==> config.mk <==
export PLATFORM = sky130hd
export DESIGN_NAME = alu_req_arbiter
export DESIGN_NICKNAME = d
export VERILOG_FILES = /design/src/rtl/alu_arb_pkg.sv /design/src/rtl/alu_req_arbiter_rr_grant.sv /design/src/rtl/alu_req_arbiter.sv
export SDC_FILE = /design/constraint.sdc
export NUM_CORES = 1
export LEC_CHECK = 0
export ABC_AREA = 0
export CELL_PAD_IN_SITES_DETAIL_PLACEMENT = 0
export CELL_PAD_IN_SITES_GLOBAL_PLACEMENT = 1
export CORE_ASPECT_RATIO = 2
export CORE_UTILIZATION = 25
export DETAILED_ROUTE_END_ITERATION = 8
export HOLD_SLACK_MARGIN = 0.08
export PLACE_DENSITY = 0.77
export SYNTH_ARGS = -nofsm -noshare
export SYNTH_HDL_FRONTEND = slang
export SYNTH_HIERARCHICAL = 1
export SYNTH_SLANG_ARGS = --single-unit
==> constraint.sdc <==
create_clock -name CLK -period 3.5 [get_ports CLK]
set_clock_uncertainty 0.1 [all_clocks]
set_input_delay 0.525 -clock CLK [delete_from_list [all_inputs] [get_ports CLK]]
set_output_delay 0.525 -clock CLK [all_outputs]
set_load 0.05 [all_outputs]
==> src/rtl/alu_arb_pkg.sv <==
// Shared constants for the ALU request arbiter: FSM state encoding and unit select codes.
// Latency: n/a (constants only).
// Backpressure: n/a.
package alu_arb_pkg;

  // FSM state encoding
  localparam logic [1:0] ST_IDLE = 2'd0;
  localparam logic [1:0] ST_EXEC = 2'd1;
  localparam logic [1:0] ST_RESP = 2'd2;

  // ALU_FUN[3:2] picks which unit's result and flag are returned
  localparam logic [1:0] SEL_ARITH = 2'b00;
  localparam logic [1:0] SEL_LOGIC = 2'b01;
  localparam logic [1:0] SEL_CMP   = 2'b10;
  localparam logic [1:0] SEL_SHIFT = 2'b11;

endpackage

==> src/rtl/alu_req_arbiter_rr_grant.sv <==
// Combinational round-robin picker: first requester at or after rr_ptr_i, with wrap-around.
// Latency: 0 cycles (pure combinational).
// Backpressure: none; the caller decides when the grant is used.
// Ports: req_i (request vector), rr_ptr_i (search start), gnt_o (one-hot grant),
//        gnt_idx_o (index of gnt_o), any_req_o (at least one request set).
module rr_grant #(
  parameter int N     = 4,
  parameter int IDX_W = 2
) (
  input  logic [N-1:0]     req_i,
  input  logic [IDX_W-1:0] rr_ptr_i,
  output logic [N-1:0]     gnt_o,
  output logic [IDX_W-1:0] gnt_idx_o,
  output logic             any_req_o
);

  logic             found;
  int               pos;
  logic [IDX_W-1:0] p;

  always_comb begin
    gnt_o     = '0;
    gnt_idx_o = '0;
    found     = 1'b0;
    pos       = 0;
    p         = '0;
    // Scan N slots starting at the pointer; the modulo handles the wrap.
    for (int k = 0; k < N; k++) begin
      pos = (int'(rr_ptr_i) + k) % N;
      p   = IDX_W'(pos);
      if (!found && req_i[p]) begin
        found     = 1'b1;
        gnt_o[p]  = 1'b1;
        gnt_idx_o = p;
      end
    end
  end

  assign any_req_o = |req_i;

endmodule

==> src/rtl/alu_req_arbiter.sv <==
// Shares one ALU between NUM_REQ valid/ready requesters, round-robin, returning ID-tagged results.
// Latency: accept -> resp_valid in ALU_LAT+1 cycles; back-to-back issue spacing ALU_LAT+2 cycles.
// Backpressure: resp_ready low holds RESP with stable response; no new grant until the handshake.
// Ports: CLK/RST (sync active-high); req_valid/req_ready/req_a/req_b/req_fun per-requester
//        request channel; alu_a/alu_b/alu_fun to the ALU; *_out, carry_in, *_flag from the ALU;
//        resp_valid/resp_ready/resp_data/resp_carry/resp_flag/resp_id response channel; busy.
// Optional build macro ALU_ARB_PERF_EN adds op_count and stall_count (16-bit saturating).
module alu_req_arbiter
  import alu_arb_pkg::*;
#(
  parameter int DATA_WIDTH = 8,
  parameter int NUM_REQ    = 4,
  parameter int ALU_LAT    = 1,
  parameter int ID_W       = 2
) (
  input  logic                          CLK,
  input  logic                          RST,
  input  logic [NUM_REQ-1:0]            req_valid,
  output logic [NUM_REQ-1:0]            req_ready,
  input  logic [NUM_REQ*DATA_WIDTH-1:0] req_a,
  input  logic [NUM_REQ*DATA_WIDTH-1:0] req_b,
  input  logic [NUM_REQ*4-1:0]          req_fun,
  output logic [DATA_WIDTH-1:0]         alu_a,
  output logic [DATA_WIDTH-1:0]         alu_b,
  output logic [3:0]                    alu_fun,
  input  logic [DATA_WIDTH-1:0]         arith_out,
  input  logic [DATA_WIDTH-1:0]         logic_out,
  input  logic [DATA_WIDTH-1:0]         cmp_out,
  input  logic [DATA_WIDTH-1:0]         shift_out,
  input  logic                          carry_in,
  input  logic                          arith_flag,
  input  logic                          logic_flag,
  input  logic                          cmp_flag,
  input  logic                          shift_flag,
  output logic                          resp_valid,
  input  logic                          resp_ready,
  output logic [DATA_WIDTH-1:0]         resp_data,
  output logic                          resp_carry,
  output logic                          resp_flag,
  output logic [ID_W-1:0]               resp_id,
`ifdef ALU_ARB_PERF_EN
  output logic [15:0]                   op_count,
  output logic [15:0]                   stall_count,
`endif
  output logic                          busy
);

  localparam int CNT_W    = 2;  // enough for ALU_LAT up to 3
  localparam int ID_W_CHK = $clog2(NUM_REQ);

  if (ID_W != ID_W_CHK) begin : g_id_w_check
    $error("alu_req_arbiter: ID_W must equal clog2(NUM_REQ)");
  end

  logic [1:0]            state_q, state_d;
  logic [ID_W-1:0]       rr_ptr_q, rr_ptr_d;
  logic [CNT_W-1:0]      cnt_q;
  logic [DATA_WIDTH-1:0] cmd_a_q, cmd_b_q;
  logic [3:0]            cmd_fun_q;
  logic [ID_W-1:0]       cmd_id_q;
  logic [DATA_WIDTH-1:0] resp_data_q;
  logic                  resp_carry_q, resp_flag_q;
  logic [ID_W-1:0]       resp_id_q;

  logic [NUM_REQ-1:0]    gnt;
  logic [ID_W-1:0]       gnt_idx;
  logic                  any_req;
  logic                  accept, last_cnt;
  logic [DATA_WIDTH-1:0] sel_data;
  logic                  sel_carry, sel_flag;

  rr_grant #(.N(NUM_REQ), .IDX_W(ID_W)) u_rr_grant (
    .req_i     (req_valid),
    .rr_ptr_i  (rr_ptr_q),
    .gnt_o     (gnt),
    .gnt_idx_o (gnt_idx),
    .any_req_o (any_req)
  );

  assign accept   = (state_q == ST_IDLE) && any_req;
  assign last_cnt = (state_q == ST_EXEC) && (cnt_q == CNT_W'(ALU_LAT - 1));
  assign rr_ptr_d = (gnt_idx == ID_W'(NUM_REQ - 1)) ? '0 : gnt_idx + 1'b1;

  // FSM: state register
  always_ff @(posedge CLK) begin
    if (RST) state_q <= ST_IDLE;
    else     state_q <= state_d;
  end

  // FSM: next state
  always_comb begin
    state_d = state_q;
    case (state_q)
      ST_IDLE: if (any_req)    state_d = ST_EXEC;
      ST_EXEC: if (last_cnt)   state_d = ST_RESP;
      ST_RESP: if (resp_ready) state_d = ST_IDLE;
      default:                 state_d = ST_IDLE;
    endcase
  end

  // FSM: outputs
  always_comb begin
    req_ready  = (state_q == ST_IDLE) ? gnt : '0;
    resp_valid = (state_q == ST_RESP);
    busy       = (state_q != ST_IDLE);
  end

  // Unit select; carry is only meaningful for the arithmetic unit.
  always_comb begin
    sel_data  = arith_out;
    sel_flag  = arith_flag;
    sel_carry = carry_in;
    case (cmd_fun_q[3:2])
      SEL_LOGIC: begin sel_data = logic_out; sel_flag = logic_flag; sel_carry = 1'b0; end
      SEL_CMP:   begin sel_data = cmp_out;   sel_flag = cmp_flag;   sel_carry = 1'b0; end
      SEL_SHIFT: begin sel_data = shift_out; sel_flag = shift_flag; sel_carry = 1'b0; end
      default:   ;
    endcase
  end

  // Command and response registers. Command registers only change on an accept,
  // so the ALU inputs stay put for the whole EXEC/RESP window.
  always_ff @(posedge CLK) begin
    if (RST) begin
      rr_ptr_q     <= '0;
      cnt_q        <= '0;
      cmd_a_q      <= '0;
      cmd_b_q      <= '0;
      cmd_fun_q    <= '0;
      cmd_id_q     <= '0;
      resp_data_q  <= '0;
      resp_carry_q <= 1'b0;
      resp_flag_q  <= 1'b0;
      resp_id_q    <= '0;
    end else begin
      if (accept) begin
        cmd_a_q   <= req_a[int'(gnt_idx)*DATA_WIDTH +: DATA_WIDTH];
        cmd_b_q   <= req_b[int'(gnt_idx)*DATA_WIDTH +: DATA_WIDTH];
        cmd_fun_q <= req_fun[int'(gnt_idx)*4 +: 4];
        cmd_id_q  <= gnt_idx;
        rr_ptr_q  <= rr_ptr_d;
      end
      if (state_q == ST_EXEC) begin
        cnt_q <= last_cnt ? '0 : cnt_q + 1'b1;
      end
      if (last_cnt) begin
        resp_data_q  <= sel_data;
        resp_carry_q <= sel_carry;
        resp_flag_q  <= sel_flag;
        resp_id_q    <= cmd_id_q;
      end
    end
  end

  assign alu_a      = cmd_a_q;
  assign alu_b      = cmd_b_q;
  assign alu_fun    = cmd_fun_q;
  assign resp_data  = resp_data_q;
  assign resp_carry = resp_carry_q;
  assign resp_flag  = resp_flag_q;
  assign resp_id    = resp_id_q;

`ifdef ALU_ARB_PERF_EN
  logic [15:0] op_count_q, stall_count_q;

  always_ff @(posedge CLK) begin
    if (RST) begin
      op_count_q    <= '0;
      stall_count_q <= '0;
    end else if (state_q == ST_RESP) begin
      if (resp_ready && op_count_q != 16'hFFFF)     op_count_q    <= op_count_q + 1'b1;
      if (!resp_ready && stall_count_q != 16'hFFFF) stall_count_q <= stall_count_q + 1'b1;
    end
  end

  assign op_count    = op_count_q;
  assign stall_count = stall_count_q;
`endif

endmodule

==> summary.md, run 1 <==
| Metric | Value |
|---|---|
| Layout cell share with drive strength beyond 1 | `13.2%` |
| Std cell rows | `52` |
| Cell count after synthesis | `224` |
| CTS tree | `built` |
| MaxCap Viol Count | `0` |
| Critical Path End Type | `primary output` |
| Worst hold start | `resp_carry` |
| Vias per cell | `4.91` |
| Max Root-Sink Buffers | `2` |
| Critical Path Source Type | `primary input` |
| Synth async-reset ratio | `0%` |
| Least-Margin Pin Slew | `0.561 ns` |
| Worst setup startpoint | `req_valid[3]` |
| Crit path DAT | `2.60 ns` |
| CTS Buf Count | `5` |
| Post-synth EDFFs | `0` |
| Main flop type after synthesis | `dfxtp_1` |
| Storage cell area | `801 um^2` |
| Area leader, netlist | `dfxtp_1` |
| Vias in the first global route | `2540` |
| Multi-input gate area | `0.00168 mm^2` |
| Post-CTS sizing | `0` |
| Port buffer count | `161` |
| Sequential share of the synthesized area | `30.6%` |
| Fin cells | `520` |
| H-tree levels | `2` |
| GRT Total Usage | `16.1%` |
| Setup TNS | `0 ns` |
| Largest cells by area after synthesis | `dfxtp_1, mux4_2, mux4_1` |
| WP data required | `2.87 ns` |
| Layout Nets | `515` |
| Hold-fix buffers at CTS | `0` |
| First-pass GRT wire length | `13.0 mm` |
| # DRC | `0` |
| Placed cell count | `512` |
| Pint | `2030 uW` |
| Min cycle time layout | `3.23 ns` |
| Slew margin rel. | `62.5%` |
| Crit-path max FO | `8` |
| DR WL/cell | `16.6 um` |
| Antenna violations before repair | `0` |
| Total wire length | `8.61 mm` |
| Synth-to-Final Area Change | `74.2%` |
| Critical R2R Launch | `rr_ptr_q[1]` |
| Leak Pwr | `0.00169 uW` |
| WS Path Type | `primary input to primary output` |
| Top-area cell type share of the netlist area | `30.6%` |
| Slew Viols, Final | `0` |
| Die area | `0.0109 mm^2` |
| Filler cells | `998` |
| Type of the most critical hold path | `register to register` |
| Clock share of power | `13.3%` |
| Fin crit share | `92.2%` |
| Die X | `74.3 um` |
| Largest net degree at the start of global routing | `24` |
| P_sw | `1490 uW` |
| Synthesized net count | `355` |
| CORE AREA | `0.0101 mm^2` |
| DR vias | `2554` |
| Clock-pin slew on the worst setup and hold paths | `0.06 ns` |
| RSZ-0062 raised after global routing | `no` |
| Ys Warns | `6` |
| # setup viols final | `0` |
| Initial DRT Pass Iterations | `4` |
| Yosys reg bits | `40` |
| Post-Syn Area per Cell | `11.7 um^2` |
| Register share of total power | `18.9%` |
| Status | `completed` |
| Clock tree sinks | `40` |
| Worst-skew pair later-pin latency | `0.29 ns` |
| Cell area power density | `772 mW/mm^2` |
| Synthesized area | `0.00261 mm^2` |
| I/O Pins | `162` |
| Achievable frequency | `310 MHz` |
| Net Sw Frac | `42.3%` |
| Maximum VDD drop | `0.500 mV` |
| Detailed Route Iter0 Violations | `103` |
| Root Buffer | `clkbuf_16` |
| Post-CTS setup buffers | `0` |
| N_diodes | `0` |
| Post-route ant nets | `0` |
| Routability cong. | `0.876` |
| Grt total ovfl | `0` |
| HPWL Detailed | `7.09 mm` |
| Height of the die | `147 um` |
| Combinational power share | `67.8%` |
| Initial Utilization | `25.8%` |
| Synth cell types | `39` |
| Final hold viol count | `0` |
## power groups by stage
stage	clock network (uW)	registers (uW)	logic, uW
6_report	466	664	2380
2_1_floorplan	0	1070	1270
3_3_place_gp	0	673	2370
4_1_cts	483	667	2400
3_5_place_dp	0	674	2400
5_1_grt	498	683	2520
## kinds of logic after synthesis
logic type	synth area share (%)
buffers and inverters	6.03
adders and majority gates	3.35
AOI/OAI and AO/OA	14.8
and+or+nand+nor	12.0
muxes	33.2
DFF	30.6
## final cells by class
| type | count | area share, % |
|---|---|---|
| clock buffers | 6 | 3.05 |
| clock inverters | 2 | 0.220 |
| inverters | 7 | 0.577 |
| multi-input cells | 160 | 36.8 |
| flip-flops and latches | 40 | 17.6 |
| well taps | 135 | 3.71 |
| repair buffers | 170 | 38.0 |
## path summary, 6_finish.rpt
kind / endpoint / slack, ns / cells after the start
worst max-delay path: req_ready[3] / 0.27 / 8
worst min-delay path: resp_carry / 0.35 / 2
worst max register to register: alu_a[4] / 0.54 / 9
worst min register to register: resp_carry / 0.35 / 2
## sequential cells by signal, indices dropped and copies added, names as in the netlist
name	count
rr_ptr_q	2
state_q	2
resp_carry	1
resp_data	8
resp_flag	1
alu_fun	4
resp_id	2
alu_b	8
cmd_id_q	2
cnt_q	2
alu_a	8
## metrics by stage
stage               hold WS (ns)  worst slack (ns)  total power (uW)  cell area, um^2  util [%]
floorplan                  0.331             0.176              2340             2610         -
global placement           0.341             0.279              3050             4400      43.4
detailed placement         0.344             0.194              3080             4400      43.4
CTS                        0.352             0.274              3550             4550      44.8
global route               0.362             0.139              3710             4550      44.8
finish                     0.350             0.274              3510             4550      44.8
## layer usage
| metal | routed length (um) | up-vias | track usage [%] |
|---|---|---|---|
| met5 | 0 | - | 0 |
| met4 | 335 | 0 | 8.77 |
| met3 | 456 | 24 | 2.83 |
| met2 | 4950 | 103 | 30.2 |
| met1 | 2870 | 1227 | 15.9 |
| li1 | - | 1200 | - |
## cell usage after synthesis (2+ instances only)
master / number
ha_1: 7
a22oi_1: 8
mux4_2: 21
a22o_1: 21
buf_6: 8
clkbuf_1: 5
o21ai_1: 6
dfxtp_1: 40
inv_1: 6
and2_1: 4
nand2_1: 25
a21oi_1: 14
nor2_1: 10
nand2b_1: 2
mux2i_1: 8
nor3_1: 2
nand3b_1: 2
buf_2: 3
mux4_1: 12
## placed cells by master, fill, tap and decap left out, types with 2 or more instances in the layout
master             n
mux4_2            21
a22o_1            21
dfxtp_1           40
a21oi_1           14
o21ai_1            6
nand2b_1           2
nand3b_1           2
and2_1             4
ha_1               7
mux4_1            12
mux2i_1            8
nor3_1             2
a22oi_1            8
clkdlybuf4s50_1  157
inv_1              6
buf_4              8
nor2_1            10
buf_12             5
clkinv_2           2
nand2_1           25
clkbuf_16          5
## critical path, cell delays in order
cell and delay [ns]:
clkdlybuf4s50_1 0.51, mux4_2 0.55, nand2b_4 0.18, nor3_4 0.29, a22oi_1 0.11, o21ai_1 0.10, and2_1 0.19, buf_12 0.15
No activity file was read; power rests on OpenSTA's default activity.
==> run 2, diff against run 1 <==
--- a/config.mk
+++ b/config.mk
@@ -6,6 +6,7 @@
 export NUM_CORES = 1
 export LEC_CHECK = 0
 export ABC_AREA = 0
+export ABC_CLOCK_PERIOD_IN_PS = 3500
 export CELL_PAD_IN_SITES_DETAIL_PLACEMENT = 0
 export CELL_PAD_IN_SITES_GLOBAL_PLACEMENT = 1
 export CORE_ASPECT_RATIO = 2
==> results of run 2 <==
Final layout, timing and power as in run 1 (identical DEF).
==> run 3, diff against run 2 <==
--- a/config.mk
+++ b/config.mk
@@ -16,5 +16,4 @@
 export PLACE_DENSITY = 0.77
 export SYNTH_ARGS = -nofsm -noshare
 export SYNTH_HDL_FRONTEND = slang
-export SYNTH_HIERARCHICAL = 1
 export SYNTH_SLANG_ARGS = --single-unit
==> run 3 against run 2 <==
Worst setup slack worse by 0.083 ns. Cell count up 28%. Clock power up 12%. Synthesized area up 16%. Combinational power up 10%. Sequential share of layout area down 1.6 points. Utilization down 2.4 points. Sequential cell count unchanged. Synthesized cell count up 66%. Cell area up 9.8%.
==> summary.md, run 3 <==
| Metric | Value |
|---|---|
| Status | `completed` |
| Placed cell count | `655` |
| Root Buffer | `clkbuf_16` |
| Synthesized area | `0.00304 mm^2` |
| Max Root-Sink Buffers | `2` |
| Worst-skew pair later-pin latency | `0.29 ns` |
| Initial Utilization | `25.8%` |
| Placed cell areas | `0.00483 mm^2` |
| Slew Viols, Final | `0` |
| Height of the die | `158 um` |
| Vias per cell | `5.27` |
| Top-count cell post-synth | `nand2_1` |
| Vias in the first global route | `3374` |
| Setup TNS | `0 ns` |
| Std cell rows | `56` |
| Clock-pin slew on the worst setup and hold paths | `0.06 ns` |
| Clock tree sinks | `40` |
| Die X | `80.0 um` |
| CTS tree | `built` |
| Commonest cells in the netlist | `nand2_1, o211ai_1, dfxtp_1` |
| R2R depth | `8` |
| Cell area power density | `773 mW/mm^2` |
| Post-route ant nets | `0` |
| Initial DRT Pass Iterations | `5` |
| Crit-path max FO | `7` |
| Die area | `0.0126 mm^2` |
| # DRC | `0` |
| RSZ-0062 raised after global routing | `no` |
| Detailed Route Iter0 Violations | `161` |
| Worst hold endpoint | `resp_carry` |
| FF-to-FF setup slack | `0.50 ns` |
| Least-Margin Pin Slew | `0.835 ns` |
| MaxCap Viol Count | `0` |
| CORE AREA | `0.0118 mm^2` |
| H-tree levels | `2` |
| Layout cell share with drive strength beyond 1 | `9.46%` |
| Yosys reg bits | `40` |
| Critical R2R Launch | `rr_ptr_q[0]` |
| Commonest non-fill, non-tap cell in the layout | `clkdlybuf4s50_1` |
| Type of the most critical hold path | `register to register` |
| GRT Total Usage | `17.9%` |
| Leak Pwr | `0.00179 uW` |
| Ys Warns | `0` |
| Hold-fix buffers at CTS | `0` |
| DR vias | `3498` |
| Hold depth | `2` |
| Design area | `0.00500 mm^2` |
| WP data required | `2.87 ns` |
| Slew margin rel. | `44.3%` |
| I/O Pins | `162` |
| Main flop type after synthesis | `dfxtp_1` |
| Largest net degree at the start of global routing | `38` |
| Hold slack | `0.349 ns` |
| Critical Path End Type | `primary output` |
| Post-Syn Area per Cell | `8.20 um^2` |
| Synth cell types | `41` |
| Min cycle time layout | `3.31 ns` |
| Grt total ovfl | `0` |
| WS Path Type | `register to primary output` |
| Crit path DAT | `2.68 ns` |
| Synth async-reset ratio | `0%` |
| Cell count after synthesis | `371` |
| Worst hold start | `resp_carry` |
| First-pass GRT wire length | `17.3 mm` |
| Routability cong. | `0.845` |
| CTS Buf Count | `5` |
| Commonest non-fill, non-tap cells in the layout | `clkdlybuf4s50_1, nand2_1, o211ai_1` |
| Synthesized net count | `504` |
| Largest cells by area after synthesis | `dfxtp_1, o211ai_1, mux4_2` |
| Final hold viol count | `0` |
| Post-synth EDFFs | `0` |
| # setup viols final | `0` |
| Terminus of the critical flop-to-flop path | `alu_b[7]` |
| Maximum VDD drop | `0.335 mV` |
| Post-CTS setup buffers | `0` |
| HPWL Detailed | `8.90 mm` |
| Synth-to-Final Area Change | `64.3%` |
| Top-area cell type share of the netlist area | `26.3%` |
| Port buffer count | `161` |
| Post-CTS sizing | `0` |
| Achievable frequency | `302 MHz` |
| Critical Path Source Type | `register` |
| Area leader, netlist | `dfxtp_1` |
| DR WL/cell | `17.5 um` |
| Antenna violations before repair | `1` |
| Fin crit share | `94.6%` |
| Total wire length | `11.6 mm` |
| Total power | `3860 uW` |
| Fin cells | `664` |
| Layout Nets | `650` |
| Sequential share of the synthesized area | `26.3%` |
[run 3: cell types whose count changed after synthesis, moves of 6 or more]
cell / change
nand3_1: +19
mux4_1: -12
inv_1: +20
mux2i_1: +15
a22o_1: -20
o32a_1: +19
o21ai_1: -6
nand2_1: +23
o21ai_0: +21
nor2_1: +9
mux4_2: -9
o211ai_1: +41
clkbuf_1: +18
[run 3: worst max-delay path, stage by stage, from the launching register on]
cell      delay, ns
dfxtp_1        0.33
inv_1          0.14
ha_1           0.44
or3b_2         0.49
o21ai_0        0.09
a31oi_1        0.10
o22ai_1        0.34
a221oi_1       0.17
nor2_2         0.16
buf_12         0.15
[run 3: through the flow]
step / utilization, % / worst slack (ns)
2_1_floorplan: - / 0.150
3_3_place_gp: 41.0 / 0.214
3_5_place_dp: 41.0 / 0.191
4_1_cts: 42.4 / 0.169
5_1_grt: 42.4 / 0.0510
6_report: 42.4 / 0.190
[run 3: layout make-up]
type	instances	area, um^2
well taps	145	181
fillers	1192	6780
inverters	26	97.6
flip-flops and latches	40	801
repair buffers	173	1750
multi-input cells	271	2000
clock buffers	6	129
clock inverters	2	35.0
diodes	1	2.50
[run 3: kinds of logic (layout without fill, tap and decap cells)]
family                     after synthesis  count (layout)  share of synthesized area [%]
AOI/OAI and AO/OA                      114             114                           27.0
and+or+nand+nor                        109             109                           16.5
buffers and inverters                   60             207                           8.56
DFF                                     40              40                           26.3
muxes                                   38              38                           17.7
adders and majority gates                9               9                           3.70
xor gates and xnor gates                 1               1                          0.288
other                                    0               1                              0
[run 3: how the worst max path moves through the flow]
stage               slack, ns         start           end  depth (start not counted)
global route             0.05   rr_ptr_q[0]  req_ready[0]                          9
detailed placement       0.19  req_valid[2]  req_ready[2]                          8
global placement         0.21  req_valid[2]  req_ready[0]                          8
floorplan                0.15   rr_ptr_q[0]  req_ready[0]                         11
finish                   0.19   rr_ptr_q[0]  req_ready[2]                          9
CTS                      0.17   rr_ptr_q[0]  req_ready[2]                          9
[run 3: layer usage]
metal | part of all wire (%) | track usage [%] | vias to the layer above
met5 | 0 | 0 | -
met4 | 3.6 | 9.35 | 0
met3 | 7.3 | 3.00 | 26
met2 | 53 | 33.1 | 176
met1 | 36 | 18.9 | 1621
li1 | - | - | 1675
[run 3: power breakdown]
group	internal (uW)	switching [uW]	total, uW
Sequential	609	107	716
Combinational	1070	1550	2620
Clock	335	187	523
Total	2010	1850	3860
